### src/rtl/tdm_pkg.sv
// Shared TDM lane definitions: slot count, slot index width and lock-state encoding.
// Reused by both the transmit-side serializer and the receive-side demux.
package tdm_pkg;
  localparam int NUM_SLOTS = 4;
  localparam int SLOT_W    = 2;

  typedef enum logic {
    HUNT   = 1'b0,
    LOCKED = 1'b1
  } tdm_state_e;
endpackage

### src/rtl/one_to_four_tdm_demux_if.sv
// Serial lane in / parallel frame out bundle of the 1:4 TDM demux.
// The demux attaches through the slave modport.
interface one_to_four_tdm_demux_if
  import tdm_pkg::*;
#(
  parameter int DW = 1
);
  logic                      inValid;
  logic                      inSync;
  logic [DW-1:0]             inData;
  logic [NUM_SLOTS*DW-1:0]   chOut;
  logic                      frameValid;
  logic                      locked;
  logic [SLOT_W-1:0]         slotIdx;
  logic                      syncErr;

  modport master (
    output inValid, inSync, inData,
    input  chOut, frameValid, locked, slotIdx, syncErr
  );

  modport slave (
    input  inValid, inSync, inData,
    output chOut, frameValid, locked, slotIdx, syncErr
  );
endinterface

### src/rtl/tdm_slot_counter.sv
// Slot position counter: counts accepted samples mod NUM_SLOTS, with load-to-1 on sync
// and clear on lock loss; clear wins over load, load wins over increment.
module tdm_slot_counter
  import tdm_pkg::*;
(
  input  logic              clk,
  input  logic              rstN,
  input  logic              en_i,
  input  logic              load_i,
  input  logic              clr_i,
  output logic [SLOT_W-1:0] slot_o,
  output logic              last_o
);
  logic [SLOT_W-1:0] slot_q;
  logic [SLOT_W-1:0] slot_d;

  always_comb begin
    slot_d = slot_q;
    if (clr_i) begin
      slot_d = '0;
    end else if (load_i) begin
      slot_d = SLOT_W'(1);
    end else if (en_i) begin
      slot_d = slot_q + SLOT_W'(1);
    end
  end

  always_ff @(posedge clk or negedge rstN) begin
    if (!rstN) begin
      slot_q <= '0;
    end else begin
      slot_q <= slot_d;
    end
  end

  assign slot_o = slot_q;
  assign last_o = (slot_q == SLOT_W'(NUM_SLOTS - 1));
endmodule

### src/rtl/one_to_four_tdm_demux.sv
// 1:4 TDM receive demux: locks onto the slot-0 sync strobe, collects four slots into
// shadow registers and publishes them as one parallel frame with a one-cycle valid.
module one_to_four_tdm_demux
  import tdm_pkg::*;
#(
  parameter int DW = 1
)(
  input  logic                     clk,
  input  logic                     rstN,
  one_to_four_tdm_demux_if.slave   bus
);
  tdm_state_e              state_q, state_d;
  logic [DW-1:0]           shadow_q [NUM_SLOTS];
  logic [NUM_SLOTS*DW-1:0] chOut_q, chOut_d;
  logic                    frameValid_q, syncErr_q;

  logic                    cnt_en, cnt_load, cnt_clr;
  logic [SLOT_W-1:0]       slot_idx;
  logic                    slot_last;
  logic                    wr_en, frame_done, err_d;
  logic [SLOT_W-1:0]       wr_slot;

  tdm_slot_counter u_slot_counter (
    .clk    (clk),
    .rstN   (rstN),
    .en_i   (cnt_en),
    .load_i (cnt_load),
    .clr_i  (cnt_clr),
    .slot_o (slot_idx),
    .last_o (slot_last)
  );

  always_comb begin
    state_d    = state_q;
    cnt_en     = 1'b0;
    cnt_load   = 1'b0;
    cnt_clr    = 1'b0;
    wr_en      = 1'b0;
    wr_slot    = slot_idx;
    frame_done = 1'b0;
    err_d      = 1'b0;
    case (state_q)
      HUNT: begin
        if (bus.inValid && bus.inSync) begin
          state_d  = LOCKED;
          cnt_load = 1'b1;
          wr_en    = 1'b1;
          wr_slot  = '0;
        end
      end
      LOCKED: begin
        if (bus.inValid) begin
          if (bus.inSync) begin
            // A sync always restarts the frame; mid-frame it also flags the discarded partial.
            cnt_load = 1'b1;
            wr_en    = 1'b1;
            wr_slot  = '0;
            err_d    = (slot_idx != '0);
          end else if (slot_idx == '0) begin
            state_d = HUNT;
            cnt_clr = 1'b1;
            err_d   = 1'b1;
          end else begin
            cnt_en     = 1'b1;
            wr_en      = 1'b1;
            frame_done = slot_last;
          end
        end
      end
      default: state_d = HUNT;
    endcase
  end

  // The slot-3 sample bypasses its shadow register so the frame lands on the same edge.
  always_comb begin
    chOut_d = '0;
    for (int k = 0; k < NUM_SLOTS; k++) begin
      chOut_d[k*DW +: DW] = (k == NUM_SLOTS - 1) ? bus.inData : shadow_q[k];
    end
  end

  always_ff @(posedge clk or negedge rstN) begin
    if (!rstN) begin
      state_q      <= HUNT;
      chOut_q      <= '0;
      frameValid_q <= 1'b0;
      syncErr_q    <= 1'b0;
      for (int k = 0; k < NUM_SLOTS; k++) begin
        shadow_q[k] <= '0;
      end
    end else begin
      state_q      <= state_d;
      frameValid_q <= frame_done;
      syncErr_q    <= err_d;
      if (wr_en) begin
        shadow_q[wr_slot] <= bus.inData;
      end
      if (frame_done) begin
        chOut_q <= chOut_d;
      end
    end
  end

  assign bus.chOut      = chOut_q;
  assign bus.frameValid = frameValid_q;
  assign bus.locked     = (state_q == LOCKED);
  assign bus.slotIdx    = slot_idx;
  assign bus.syncErr    = syncErr_q;
endmodule
### src/flat_wrapper.sv
// flat-port wrapper written by rule: the top's interface ports become plain ports
module one_to_four_tdm_demux_flat import tdm_pkg::*;
#(
  parameter int DW = 1
)
  (clk, rstN, bus_inValid, bus_inSync, bus_inData, bus_chOut, bus_frameValid, bus_locked, bus_slotIdx, bus_syncErr);
  one_to_four_tdm_demux_if #(.DW(DW)) bus_i ();
  input  logic clk;
  input  logic rstN;
  input wire logic [$bits(bus_i.inValid)-1:0] bus_inValid;
  input wire logic [$bits(bus_i.inSync)-1:0] bus_inSync;
  input wire logic [$bits(bus_i.inData)-1:0] bus_inData;
  output wire logic [$bits(bus_i.chOut)-1:0] bus_chOut;
  output wire logic [$bits(bus_i.frameValid)-1:0] bus_frameValid;
  output wire logic [$bits(bus_i.locked)-1:0] bus_locked;
  output wire logic [$bits(bus_i.slotIdx)-1:0] bus_slotIdx;
  output wire logic [$bits(bus_i.syncErr)-1:0] bus_syncErr;
  assign bus_i.inValid = bus_inValid;
  assign bus_i.inSync = bus_inSync;
  assign bus_i.inData = bus_inData;
  assign bus_chOut = bus_i.chOut;
  assign bus_frameValid = bus_i.frameValid;
  assign bus_locked = bus_i.locked;
  assign bus_slotIdx = bus_i.slotIdx;
  assign bus_syncErr = bus_i.syncErr;
  one_to_four_tdm_demux #(.DW(DW)) u_core (.clk(clk), .rstN(rstN), .bus(bus_i));
endmodule
### config.mk
export PLATFORM = sky130hd
export DESIGN_NAME = one_to_four_tdm_demux_flat
export DESIGN_NICKNAME = d
export VERILOG_FILES = /design/src/rtl/tdm_pkg.sv /design/src/rtl/one_to_four_tdm_demux_if.sv /design/src/rtl/tdm_slot_counter.sv /design/src/rtl/one_to_four_tdm_demux.sv /design/src/flat_wrapper.sv
export SDC_FILE = /design/constraint.sdc
export NUM_CORES = 1
export LEC_CHECK = 0
export BUFFER_PORTS_ARGS = -buffer_cell sky130_fd_sc_hd__buf_2
export CORE_UTILIZATION = 45
export CTS_BUF_LIST = sky130_fd_sc_hd__clkbuf_4
export DETAILED_ROUTE_END_ITERATION = 8
export PLACE_DENSITY_LB_ADDON = 0.2
export SYNTH_ARGS = -nofsm -noshare
export SYNTH_HDL_FRONTEND = slang
export SYNTH_SLANG_ARGS = --single-unit
### constraint.sdc
create_clock -name clk -period 1.9 [get_ports clk]
set_clock_uncertainty 0.2 [all_clocks]
set_input_delay 0.19 -clock clk [delete_from_list [all_inputs] [get_ports clk]]
set_output_delay 0.19 -clock clk [all_outputs]
set_load 0.005 [all_outputs]
# ---- Word-level counts from Yosys, hierarchy flattened
# Cells that the tools add are included.
# W data, S select, Z words.
dict set report classes {
  n_addsub 1
  magnitude_cmp 2
  n_eq_ne 1
  muxes 34
  n_bitwise 2
  n_reduce_logical 5
}
# operator n
set ops {}
lappend ops {{$mux W1} 22}
lappend ops {{$mux W2} 6}
lappend ops {{$pmux W1 S2} 3}
lappend ops {{$bwmux W4} 1}
lappend ops {{$pmux W2 S2} 1}
lappend ops {{$ge A3 B3 Y1 const B} 1}
lappend ops {{$lt A3 B1 Y1 const B} 1}
lappend ops {{$not A2 Y3} 1}
lappend ops {{$reduce_bool A3 Y1} 1}
lappend ops {{$add A2 B1 Y2 const B} 1}
lappend ops {{$demux W1 S2} 1}
lappend ops {{$eq A2 B2 Y1 const B} 1}
lappend ops {{$logic_and A1 B1 Y1} 2}
lappend ops {{$logic_not A2 Y1} 1}
lappend ops {{$reduce_bool A2 Y1} 1}
lappend ops {{$not A1 Y1} 1}
dict set report word_totals {
  ff_bits 13
  in_bits 5
  out_inout_bits 9
  elab_cells 54
}

# ---- Longest topological paths before layout
dict set report logic_depth {
  ltp_word 9
  ltp_mapped 6
  ltp_nobuf 6
}

# ---- By module
# From an unflattened synthesis, not the netlist that was laid out.
dict set report hier_totals {
  cells_unflattened 44
  hier_area_um2 568.0
}
# mod instances cells_per_inst area_per_inst_um2 seq_area_each_um2
set modules_own_cells {}
lappend modules_own_cells {one_to_four_tdm_demux 1 36 473.0 250.2}
lappend modules_own_cells {tdm_slot_counter 1 8 95.1 50.0}

# ---- Least setup slack after synthesis
# Ideal clock, no wire load.
dict set report synth_path {
  path_type {flip-flop to flip-flop}
  start {register u_core.u_slot_counter.slot_q[0] (netlist: u_core.u_slot_counter.slot_o[0])}
  end {register u_core.u_slot_counter.slot_q[1] (netlist: u_core.u_slot_counter.slot_o[1])}
  setup_time_ps 77
  arrival_time_ps 1542
  required_time_ps 1623
  slack_ps 80
  path_stages_with_launch 6
  path_buffers 0
  synth_period_minus_slack_ps 1820
  path_cell_list {dfrtp_1 inv_1 ha_1 ha_1 or4_1 a21oi_1}
}
dict set report synth_via {
  elab_chain_cells 6
  elab_cells_between_ends 14
  classes_between {add/sub (1); mux (11); reduce/logical (2)}
}
# element line_no
set synth_rtl {}
lappend synth_rtl {{start, declared} tdm_slot_counter.sv:14} ;# logic [SLOT_W-1:0] slot_q;
lappend synth_rtl {{start signal, assigned} tdm_slot_counter.sv:32} ;# slot_q <= slot_d;
lappend synth_rtl {{$logic_not A2 Y1} one_to_four_tdm_demux.sv:59} ;# end else if (slot_idx == '0) begin
lappend synth_rtl {{$mux W1} one_to_four_tdm_demux.sv:59}
lappend synth_rtl {{$mux W1} one_to_four_tdm_demux.sv:53} ;# if (bus.inSync) begin
lappend synth_rtl {{$mux W1} one_to_four_tdm_demux.sv:52} ;# if (bus.inValid) begin
lappend synth_rtl {{$mux W1} one_to_four_tdm_demux.sv:42} ;# case (state_q)
lappend synth_rtl {{$reduce_bool A3 Y1 (no source line) or $mux W2 (tied branches)} n/a}
# Parallel ways exist; a longest one is shown, timed or not. The select of a mux whose other input is x is not followed.
# A chain may end at the register's enable or synchronous reset.

# ---- Final worst setup path
# Ends and elaborated chain as after synthesis.

==> metrics.txt <==
Mapped Cells 53; number of warnings issued by yosys 0; XOR/XNOR Fraction of Synth Area 0; post-DP HPWL 836.8 um; flop2flop setup slack 160 ps; Post-CTS Setup Inserts 0; first-pass GRT wire length 1821 um; TritonCTS Buffers 3; Peak Freq 573.9 MHz; Sw Share 0.3491; grt peak-use layer met2; Slew Viols, Final 0; post-synthesis sequential area ratio 0.5053; hold buffers post-CTS 2; Rel. slew slack 0.8209; vias in the first global route 440; WP data required 1900 ps; die area 1470 um2; GRT Residual Overflow 0; Routed WL per cell 13.11 um; final hold slack 36.26 ps; Critical R2R Launch u_core.u_slot_counter.slot_o[0]; Worst setup EP type register; post-route clock period utilization 0.9172; RSZ-0062 raised after global routing false; clock transition at the registers of the reported paths 70 ps; Final TNS setup 0 ps; mux contribution to synthesized area 0.1137; Port Buf Inserts 13; Tightest Pin Transition 266.2 ps; Combinational Power Share 0.447; ratio of cells with drive above 1 in the final layout 0.3562; kind of critical path register to register; Hold WC Path Type input pin to register; arrival time worst endpoint 1740 ps; commonest cells after routing, fill and taps aside 13 x buf_2, 12 x dfrtp_1, 6 x inv_1; DR vias/cell 5.379; minimum clock period 1743 ps; Synth Area per Inst 11.21 um2; Reg power frac 0.407; clock buffer depth 2; Iter 0 DRT Violations 6; number of diodes 0; max cap viols 0; Distinct cells, synth 21; Reg2Reg Depth 5; Max FO, Critical Path 7; largest net degree at the start of global routing 13; Reg-to-Reg End u_core.u_slot_counter.slot_o[1]; number of synthesized register bits 12; # H-tree levels 1; RD Place Congestion 0.8015; final setup fails 0; CTS sink cnt 12; P&R area growth vs syn 23.58%; # resized after CTS 0; Leak Pwr 0.3715 nW; Total GRT Usage 0.1931; Critical Path End u_core.u_slot_counter.slot_o[1]; critical path startpoint category register; DRT Pass-1 Iters 4; top cells by area, synth dfrtp_1 51%, ha_1 8.4%, mux2_2 7.6%; crit path launch u_core.u_slot_counter.slot_o[0]; WL final 1141 um; Synth Cell Area 594.3 um2; Pwr Density 1409 nW/um2; largest area contributor in the netlist dfrtp_1; Int Pwr 0.6737 mW; # IOs 14; initial antenna violation count 0; syn_nets 62; CTS Root Buffer Type clkbuf_4; share of the synthesized area in the top cell type 0.5053; met1 usage 0.2416; M3 GR Usage 0.05233; num rows 12; largest family of logic cells by synthesized area simple AND/OR/NAND/NOR gates; Max rail drop VDD 732.1 uV; Initial Util 0.5075; Skew-Pair Late Insertion Delay 270 ps; Final Net Count 84; ANT nets after route 0; Die X 38.34 um; GR Util met2 0.3008; Fillers 100; Simple-Gate Fraction of Synth Area 0.1495; vias 468; outcome complete, no violations; Net Sw Power 0.3613 mW; Final Hold Viols 0; CTS tree done; commonest non-fill, non-tap cell in the layout buf_2; Compound-Gate Fraction of Synth Area 0.1095; core area 1171 um2; DR DRC count 0; Clock power frac 0.146; Die Ht 38.34 um; post-synthesis adder-cell area fraction 0.08421
==> layout make-up <==
cell class              count  area (um2)  area share
inverters                   6       22.52     0.03066
clock buffers               3       22.52     0.03066
repair buffers             17       100.1      0.1363
multi-input cells          35       271.5      0.3697
well taps                  14       17.52     0.02385
flip-flops and latches     12       300.3      0.4089
==> power by group through the flow <==
stage | Combinational, mW | Clock (mW) | Sequential, mW
after global routing | 0.520 | 0.172 | 0.435
after floorplan | 0.245 | 0 | 0.457
after global placement | 0.449 | 0 | 0.422
after detailed placement | 0.456 | 0 | 0.429
after CTS | 0.466 | 0.156 | 0.424
final | 0.463 | 0.151 | 0.421
==> cells by family (layout without fill, tap and decap cells) <==
family,count (synthesis),count (layout)
compound gates,10,10
fa+ha+maj,4,4
mux,6,6
simple gates,15,15
buf+inv,6,26
flops,12,12
==> state kept, by name, summed over array words and instances, names as in the netlist <==
| signal | flops |
|---|---|
| u_core.chOut_d | 3 |
| u_core.bus.chOut | 4 |
| u_core.bus.syncErr | 1 |
| u_core.u_slot_counter.slot_o | 2 |
| u_core.bus.frameValid | 1 |
| u_core.bus.locked | 1 |
==> worst min path at each step <==
stage                startpoint               endpoint  slack [ps]  cells after the start
detailed placement         rstN    u_core.bus.chOut[0]        -120                      1
finish              bus_inValid      u_core.bus.locked          40                      2
CTS                 bus_inValid      u_core.bus.locked          30                      2
floorplan                  rstN    u_core.bus.chOut[0]        -310                      0
global route        bus_inValid      u_core.bus.locked          40                      2
global placement           rstN  u_core.bus.frameValid        -120                      1
==> worst max-delay path: stages, from the launching register on <==
cell and delay [ps]:
dfrtp_1 350, inv_1 70, ha_1 200, ha_1 240, or4_1 480, a21oi_1 130
==> cell usage after synthesis <==
cell type	instances
mux2_1	2
or4_1	1
o2111ai_1	1
a2bb2oi_1	1
dfrtp_1	12
nand3_1	2
nand2_1	1
mux2_2	4
nor2b_1	1
nor4_1	2
ha_1	4
inv_1	6
nor2_1	3
and3b_2	1
a21oi_1	2
a31oi_1	3
nor3b_1	1
nand2_2	2
and2b_1	1
a31o_2	1
o21ai_0	2
==> metrics by stage <==
stage | instance area [um2] | setup WS (ps) | power (mW) | utilization | instances
after global placement | 691.9 | 210.7 | 0.8709 | 0.5908 | 82
after floorplan | 594.3 | 80.43 | 0.7017 | - | 53
after global routing | 734.5 | 41.31 | 1.127 | 0.6271 | 87
final | 734.5 | 157.4 | 1.035 | 0.6271 | 87
after CTS | 734.5 | 151.9 | 1.047 | 0.6271 | 87
after detailed placement | 691.9 | 165.0 | 0.8857 | 0.5908 | 82
==> routing by layer <==
| metal | up-vias | wire [um] |
|---|---|---|
| li1 | 231 | - |
| met1 | 218 | 530 |
| met2 | 16 | 544 |
| met5 | - | 0 |
| met3 | 3 | 47 |
| met4 | 0 | 19 |
(Power assumes the default switching activity.)
